==> config.mk <==
export PLATFORM = sky130hd
export DESIGN_NAME = mmu_load_ctrl
export DESIGN_NICKNAME = d
export VERILOG_FILES = /design/src/rtl/mmu_load_ctrl.sv
export SDC_FILE = /design/constraint.sdc
export NUM_CORES = 1
export LEC_CHECK = 0
export CAP_MARGIN = 20
export CORE_UTILIZATION = 48
export CTS_BUF_LIST = sky130_fd_sc_hd__clkbuf_8
export DETAILED_ROUTE_END_ITERATION = 8
export PLACE_DENSITY = 0.81
export RECOVER_POWER = 100
export REMOVE_ABC_BUFFERS = 1
export SLEW_MARGIN = 10
export SYNTH_ARGS = -nofsm -noshare
export SYNTH_HDL_FRONTEND = slang
export SYNTH_SLANG_ARGS = --single-unit
==> constraint.sdc <==
create_clock -name clk -period 2.3 [get_ports clk]
set_clock_uncertainty 0.15 [all_clocks]
set_input_delay 0.46 -clock clk [delete_from_list [all_inputs] [get_ports clk]]
set_output_delay 0.46 -clock clk [all_outputs]
set_load 0.05 [all_outputs]
==> src/rtl/mmu_load_ctrl.sv <==
// mmu_load_ctrl: loads a 2x2 weight and a 2x2 input matrix from a host byte stream,
// then sequences the feeder's compute phase (en, mmu_cycle) until feeder_done.
//
// Ports:
//   clk, rst (async, active-low)  | host_data, host_valid -> load_ready
//   weight0..3, input0..3 (row-major) | en, mmu_cycle, busy -> feeder | feeder_done <- feeder
// Build option: define MMU_LOAD_DOUBLE_BUFFER_EN to load the next matrix into a
// shadow bank while the active bank is being computed on.

module mmu_load_ctrl #(
    parameter int DATA_W     = 8,
    parameter int NUM_CYCLES = 8
) (
    input  logic              clk,
    input  logic              rst,
    input  logic [DATA_W-1:0] host_data,
    input  logic              host_valid,
    output logic              load_ready,
    output logic [DATA_W-1:0] weight0,
    output logic [DATA_W-1:0] weight1,
    output logic [DATA_W-1:0] weight2,
    output logic [DATA_W-1:0] weight3,
    output logic [DATA_W-1:0] input0,
    output logic [DATA_W-1:0] input1,
    output logic [DATA_W-1:0] input2,
    output logic [DATA_W-1:0] input3,
    output logic              en,
    output logic [2:0]        mmu_cycle,
    input  logic              feeder_done,
    output logic              busy
);

    typedef enum logic {S_LOAD, S_RUN} state_e;

    localparam logic [2:0] CYC_MAX = 3'(NUM_CYCLES - 1);

    state_e            state_q, state_d;
    logic [2:0]        cyc_q, cyc_d;
    logic [DATA_W-1:0] act_q [8];
    logic [DATA_W-1:0] act_d [8];
    logic              xfer;

    assign xfer = host_valid & load_ready;

`ifdef MMU_LOAD_DOUBLE_BUFFER_EN
    logic [DATA_W-1:0] sh_q [8];
    logic [DATA_W-1:0] sh_d [8];
    logic [2:0]        sh_cnt_q, sh_cnt_d;
    logic              full_q, full_d;
    logic              swap;

    assign swap = full_q & ((state_q == S_LOAD) | feeder_done);
    // Swapping frees the shadow bank, so a byte can land in slot 0 that same cycle.
    assign load_ready = ~full_q | swap;

    always_comb begin
        state_d  = state_q;
        cyc_d    = cyc_q;
        act_d    = act_q;
        sh_d     = sh_q;
        sh_cnt_d = sh_cnt_q;
        full_d   = full_q;
        if (swap) begin
            act_d   = sh_q;
            full_d  = 1'b0;
            state_d = S_RUN;
            cyc_d   = 3'd0;
        end else if (state_q == S_LOAD) begin
            cyc_d = 3'd0;
        end else if (feeder_done) begin
            state_d = S_LOAD;
            cyc_d   = 3'd0;
        end else begin
            cyc_d = (cyc_q == CYC_MAX) ? 3'd0 : cyc_q + 3'd1;
        end
        if (xfer) begin
            sh_d[sh_cnt_q] = host_data;
            sh_cnt_d       = sh_cnt_q + 3'd1;
            if (sh_cnt_q == 3'd7) full_d = 1'b1;
        end
    end

    always_ff @(posedge clk or negedge rst) begin
        if (!rst) begin
            sh_cnt_q <= 3'd0;
            full_q   <= 1'b0;
            for (int i = 0; i < 8; i++) sh_q[i] <= '0;
        end else begin
            sh_cnt_q <= sh_cnt_d;
            full_q   <= full_d;
            sh_q     <= sh_d;
        end
    end
`else
    logic [2:0] cnt_q, cnt_d;

    assign load_ready = (state_q == S_LOAD);

    always_comb begin
        state_d = state_q;
        cyc_d   = cyc_q;
        act_d   = act_q;
        cnt_d   = cnt_q;
        unique case (state_q)
            S_LOAD: begin
                cyc_d = 3'd0;
                if (xfer) begin
                    act_d[cnt_q] = host_data;
                    cnt_d        = cnt_q + 3'd1;
                    if (cnt_q == 3'd7) state_d = S_RUN;
                end
            end
            S_RUN: begin
                if (feeder_done) begin
                    state_d = S_LOAD;
                    cyc_d   = 3'd0;
                end else begin
                    cyc_d = (cyc_q == CYC_MAX) ? 3'd0 : cyc_q + 3'd1;
                end
            end
            default: state_d = S_LOAD;
        endcase
    end

    always_ff @(posedge clk or negedge rst) begin
        if (!rst) cnt_q <= 3'd0;
        else      cnt_q <= cnt_d;
    end
`endif

    always_ff @(posedge clk or negedge rst) begin
        if (!rst) begin
            state_q <= S_LOAD;
            cyc_q   <= 3'd0;
            for (int i = 0; i < 8; i++) act_q[i] <= '0;
        end else begin
            state_q <= state_d;
            cyc_q   <= cyc_d;
            act_q   <= act_d;
        end
    end

    assign weight0   = act_q[0];
    assign weight1   = act_q[1];
    assign weight2   = act_q[2];
    assign weight3   = act_q[3];
    assign input0    = act_q[4];
    assign input1    = act_q[5];
    assign input2    = act_q[6];
    assign input3    = act_q[7];
    assign en        = (state_q == S_RUN);
    assign busy      = (state_q == S_RUN);
    assign mmu_cycle = cyc_q;

endmodule

==> summary.txt, run 1 <==
STA
  • Count of pins over their slew limit: 0
  • RSZ-0062 raised after global routing: false
  • Setup-failing EPs final: 0
  • FMAX: 449.0 MHz
  • Worst rel slew slack: 0.2772
  • Tmin final: between 2 and 2.5 ns
  • Final TNS setup: 0 ns
  • Final critical-path share of the clock period: 0.9684
  • Final hold viol count: 0
  • Worst-Margin Slew: ~1.1 ns

Floorplanning
  • Die area: between 0.006 and 0.007 sq mm
  • Number of I/O pins: between 80 and 90
  • Core ar.: 0.005540 sq mm
  • Die height: 77.83 microns
  • Starting density of the core: 0.4982
  • Die X: between 70 and 80 microns
  • Row cnt: 27

Logic synthesis
  • Post-synth top cells: dfrtp_1 (71), mux2_2 (66), ha_1 (4)
  • XOR/XNOR Fraction of Synth Area: 0.003173
  • Post-synth ARST share: 1.000
  • Post-synth EDFFs: 0
  • Count of cell types in the netlist: 20
  • Complex-gate fraction of the synthesized area: 0.002720
  • Syn Area/Cell: 16.63 sq um
  • Post-synthesis simple-gate area fraction: 0.05304
  • Multiplexer share of the synthesized area: 0.2693
  • YS warnings: 0
  • Post-Syn Area: 0.002760 sq mm
  • Yosys top cell area share: 0.6437
  • Biggest area consumer among synthesized cells: dfrtp_1
  • Adder-Cell Fraction of Synth Area: 0.01813
  • Yosys reg bits: 71
  • Ys flop type: dfrtp_1
  • Largest family of logic cells by synthesized area: multiplexers
  • Register area share after synthesis: 0.6437
  • Area contributors post-synth: dfrtp_1 (64%), mux2_2 (27%), ha_1 (1.8%)
  • Most common cell in the netlist: dfrtp_1
  • Synth Instances: between 150 and 200

Worst setup path
  • Reg2reg setup slack: roughly 0.30 ns
  • Top Family by Delay on Critical Path: buffers and inverters
  • Reg2Reg Depth: 4
  • Max incr delay on CP: around 0.89 ns
  • Crit-path max FO: 2
  • Setup crit start kind: flop
  • FF-to-FF End: weight3[1]
  • CP Cell Sequence: dlygate4sd3_1
  • CP Depth: 1
  • Worst Setup End Kind: output port
  • Worst setup path end: input2[0]
  • Setup Crit Path Kind: reg -> out
  • CP max-delay cell: dlygate4sd3_1
  • Worst path required time: 1.69 ns
  • Worst Path Buf+Inv: 1
  • Reg2reg start: busy
  • CP Launch Point: input2[0]
  • Crit path DAT: about 1.6 ns

Clock network
  • Register clock-pin slew on the reported worst setup and hold paths: approximately 0.070 ns
  • H-tree depth: 3
  • Hold Buf Count CTS: 1
  • Max Root-Sink Buffers: 2
  • Cts repair resizes: 0
  • Post-CTS Setup Bufs: 0
  • Root Buffer: clkbuf_8
  • CTS Sinks: 71
  • Clock latency on the worst-skew pair: about 0.34 ns
  • CTS buffer count: 9
  • TritonCTS clock tree: built

GRT
  • First-pass GRT wire length: 9673 microns
  • Total congestion overflow: 0
  • All-Layer GR Usage: 0.2171
  • Largest net degree at the start of global routing: 45
  • Number of global-route vias before repair: between 1,500 and 2,000
  • Antenna violations before repair: 0

Worst hold path
  • Hold Crit Class: reg -> reg
  • HP Start: mmu_cycle[0]
  • Hold depth: 1

Layout
  • Area Growth Syn to Fin: 40.30%
  • Filler cell count: 400
  • Multi-input gate area: a little over 900 sq um
  • Utilization after layout: 0.6990
  • Nets: between 200 and 300
  • Share of cells above drive strength 1: 0.3172
  • Register Area: between 0.0015 and 0.002 sq mm
  • N_diodes: 0

Run
  • MaxCap Viol Count: 0

Route
  • TritonRoute pass-1 iters: 4
  • Via density: between 5 and 6
  • Remaining antenna violation count after routing: 0
  • Via count: about 1,700
  • DRC Markers: 0
  • Drt first-iter violations: between 90 and 100
  • Drt total wl: 5885 microns
  • Avg WL per Cell: between 15 and 20 microns

Place
  • Placer Congestion: around 0.74
  • Number of buffers added on ports: 81
  • Hpwl dp: about 4100 microns

Run status
  • Outcome: completed
==> worst min path at each step <==
stage,endpoint
finish,mmu_cycle[0]
global placement,input3[0]
global route,mmu_cycle[0]
floorplan,busy
detailed placement,input3[2]
CTS,mmu_cycle[0]
==> cell usage in the layout (no fill, tap or decap) <==
master | netlist | routed
dfrtp_1 | 71 | 71
dlygate4sd3_1 | 0 | 69
mux2_2 | 66 | 66
clkdlybuf4s50_1 | 0 | 11
clkbuf_8 | 0 | 10
clkbuf_1 | 3 | 8
ha_1 | 4 | 4
nor2_1 | 2 | 3
nand3b_1 | 0 | 3
nor3b_1 | 0 | 3
clkinv_4 | 0 | 3
and2_0 | 0 | 2
nand2_1 | 2 | 2
bufinv_16 | 0 | 2
clkbuf_2 | 0 | 2
inv_1 | 1 | 1
nor2b_1 | 1 | 1
a21o_1 | 1 | 1
nor4_1 | 1 | 1
and3_1 | 1 | 1
xor2_1 | 1 | 1
nand3_1 | 0 | 1
clkinvlp_4 | 0 | 1
buf_12 | 0 | 1
==> per-layer routing <==
metal	vias up	global-route usage	share of wire
met4	0	0.1038	0.021
li1	790	-	-
met1	897	0.2749	0.44
met5	-	0	0
met2	51	0.3558	0.50
met3	10	0.04471	0.040
==> layout make-up <==
type / count / area share
inverter: 1 / 0.0009693
clock inverter: 6 / 0.02423
multi-input combinational: 89 / 0.2349
sequential: 71 / 0.4588
clock buffer: 10 / 0.03554
tap: 72 / 0.02326
timing repair buffer: 91 / 0.2223
==> logic make-up after synthesis <==
| kind of cell | after synthesis |
|---|---|
| flip-flops | 71 |
| multiplexers | 66 |
| AND/OR/NAND/NOR | 17 |
| buffers and inverters | 6 |
| adder cells (fa/ha/maj) | 4 |
| AO/OA/AOI/OAI | 1 |
| XOR/XNOR | 1 |
==> through the flow <==
step | hold WS [ns] | worst slack (ns) | instances | instance area (sq um)
detailed placement | 0.2788 | 0.07102 | 323 | 3735
finish | 0.3289 | 0.07271 | 340 | 3872
CTS | 0.3303 | 0.04090 | 340 | 3976
floorplan | 0.01441 | 0.07057 | 161 | 2736
global route | 0.3535 | 0.02318 | 340 | 3872
global placement | 0.2741 | 0.1017 | 323 | 3735
==> registers in the layout (all words and copies together) (netlist names) <==
signal     flops
input0         8
input1         8
input2         8
input3         8
weight0        8
weight1        8
weight2        8
weight3        8
cnt_q          3
mmu_cycle      3
busy           1
Power of run 1 is not shown: default switching activity piles up to over one toggle a cycle in this logic, so the estimate is an artifact.
==> run 2: changes to the inputs <==
- CTS_CLUSTER_SIZE: not set -> 10
- SETUP_SLACK_MARGIN: not set -> 0.4
==> summary.txt, run 2 (synthesis gave the netlist of run 1 again) <==
Layout
  • Most frequent cells in the layout: dfrtp_1 (71), mux2_2 (66), dlygate4sd2_1 (63)
  • Nets: 279 (unchanged)
  • Filler cell count: 434 (+8.5%)
  • N_diodes: 0 (unchanged)
  • Share of cells above drive strength 1: 0.3396 (+0.02239)
  • Register Area: 0.001777 sq mm (unchanged)
  • Most common cell after layout, fill and taps aside: dfrtp_1
  • Area Growth Syn to Fin: 38.40%
  • Multi-input gate area: 914.6 sq um (+0.55%)

Route
  • Via density: 5.112 (-0.57%)
  • Remaining antenna violation count after routing: 0 (unchanged)
  • DRC Markers: 0 (unchanged)
  • TritonRoute pass-1 iters: 4 (unchanged)
  • Drt first-iter violations: 87 (-8.4%)
  • Avg WL per Cell: 17.32 microns (about the same)
  • Via count: 1,738 (-0.57%)
  • Drt total wl: 5888 microns (about the same)

Clock network
  • H-tree depth: 3 (unchanged)
  • Max Root-Sink Buffers: 2 (unchanged)
  • CTS Sinks: 71 (unchanged)
  • CTS buffer count: 9 (unchanged)
  • Post-CTS Setup Bufs: 0 (unchanged)
  • Register clock-pin slew on the reported worst setup and hold paths: 0.07 ns (about the same)
  • Root Buffer: clkbuf_8
  • TritonCTS clock tree: built
  • Clock latency on the worst-skew pair: 0.33 ns (about the same)

Worst setup path
  • Crit path DAT: 1.38 ns (-0.24 ns)
  • Setup crit start kind: flop
  • Crit-path max FO: 6 (+4)
  • Top Family by Delay on Critical Path: buffers and inverters
  • CP max-delay cell: clkbuf_1
  • CP Cell Sequence: inv_1, clkbuf_1
  • Max incr delay on CP: 0.48 ns (-0.41 ns)
  • Worst Setup End Kind: output port
  • Setup Crit Path Kind: reg -> out
  • Worst Path Buf+Inv: 2 (+1)
  • Worst path required time: 1.69 ns (about the same)

STA
  • Tmin final: 1.991 ns (-0.2359 ns)
  • Count of pins over their slew limit: 0 (unchanged)
  • Setup-failing EPs final: 0 (unchanged)
  • Worst rel slew slack: 0.5977 (+0.3205)
  • Worst-Margin Slew: 0.6061 ns (-0.4781 ns)
  • Final TNS setup: 0 ns (unchanged)
  • Final critical-path share of the clock period: 0.8658 (-0.1026)
  • PnR worst setup slack: 0.3086 ns (+0.2359 ns)
  • FMAX: 502.2 MHz (+12%)
  • Final hold viol count: 0 (unchanged)
  • RSZ-0062 raised after global routing: false

Run
  • MaxCap Viol Count: 0 (unchanged)

Floorplanning
  • Row cnt: 27 (unchanged)
  • Number of I/O pins: 82 (unchanged)
  • Core ar.: 0.005540 sq mm (unchanged)
  • Die height: 77.83 microns (unchanged)
  • Die area: 0.006058 sq mm (unchanged)
  • Die X: 77.83 microns (unchanged)
  • Starting density of the core: 0.4982 (unchanged)

Place
  • Number of buffers added on ports: 81 (unchanged)
  • Hpwl dp: 4075 microns (unchanged)
  • Placer Congestion: 0.7359 (unchanged)
  • Place WS: 0.07102 ns (unchanged)

Run status
  • Outcome: completed

GRT
  • All-Layer GR Usage: 0.2173 (+0.0002569)
  • Total congestion overflow: 0 (unchanged)
  • Antenna violations before repair: 0 (unchanged)
  • Largest net degree at the start of global routing: 45 (unchanged)
  • Number of global-route vias before repair: 1,888 (+0.11%)
  • First-pass GRT wire length: 9687 microns (+0.14%)

Worst hold path
  • Hold Crit Class: reg -> reg
run 2: cell types whose count changed in the layout (fill, tap and decap cells not counted), moves of 2 or more:
| cell | change |
|---|---|
| clkbuf_2 | -2 |
| clkbuf_1 | -3 |
| buf_4 | +4 |
| clkdlybuf4s50_1 | -2 |
| dlygate4sd3_1 | -67 |
| dlygate4sd2_1 | +63 |
| clkdlybuf4s25_1 | +4 |
run 2: final cells by class:
cell class / instances / area share
Clock inverter: 6 / 0.02457
Clock buffer: 10 / 0.03603
Sequential cell: 71 / 0.4651
Timing Repair Buffer: 91 / 0.2103
Inverter: 1 / 0.0009826
Multi-Input combinational cell: 89 / 0.2394
Tap cell: 72 / 0.02358
run 2: path summary, 6_finish.rpt:
kind,cells after the start,endpoint,start,slack [ns]
setup / recovery,2,load_ready,busy,0.31
hold / removal,1,mmu_cycle[0],mmu_cycle[0],0.34
setup reg to reg,4,weight3[1],busy,0.44
hold reg to reg,1,mmu_cycle[0],mmu_cycle[0],0.34
max in group asynchronous,4,input0[6],rst,0.46
min in group asynchronous,2,input3[2],rst,0.43
run 2: per-stage QoR:
step                utilization  instance area, sq um  hold slack [ns]  std cells
floorplan                     -                  2736          0.01441        161
global placement         0.6741                  3735           0.2741        323
detailed placement       0.6741                  3735           0.2788        323
CTS                      0.7026                  3892           0.3261        340
global route             0.6895                  3820           0.3516        340
finish                   0.6895                  3820           0.3355        340
run 2: worst register-to-register path, cell delays in order (launching register included):
cell      delay [ns]
dfrtp_1         0.44
nand3b_1        0.24
nor3b_1         0.41
buf_12          0.18
mux2_2          0.33
run 2: metal layers:
layer | wire [microns] | track usage | part of all wire | vias to the layer above
met5 | 0 | 0 | 0 | -
met2 | 2969 | 0.3575 | 0.50 | 50
li1 | - | - | - | 789
met4 | 122 | 0.1038 | 0.021 | 0
met1 | 2571 | 0.2742 | 0.44 | 889
met3 | 225 | 0.04471 | 0.038 | 10
run 2: repair_timing:
action / CTS / global route
endpoints found under the setup margin: 69 / 13
resized for setup: 71 / 7
endpoints found under the hold margin: 18 / 0
hold buffers: 1 / 0
Power of run 2 is left out for the same reason.
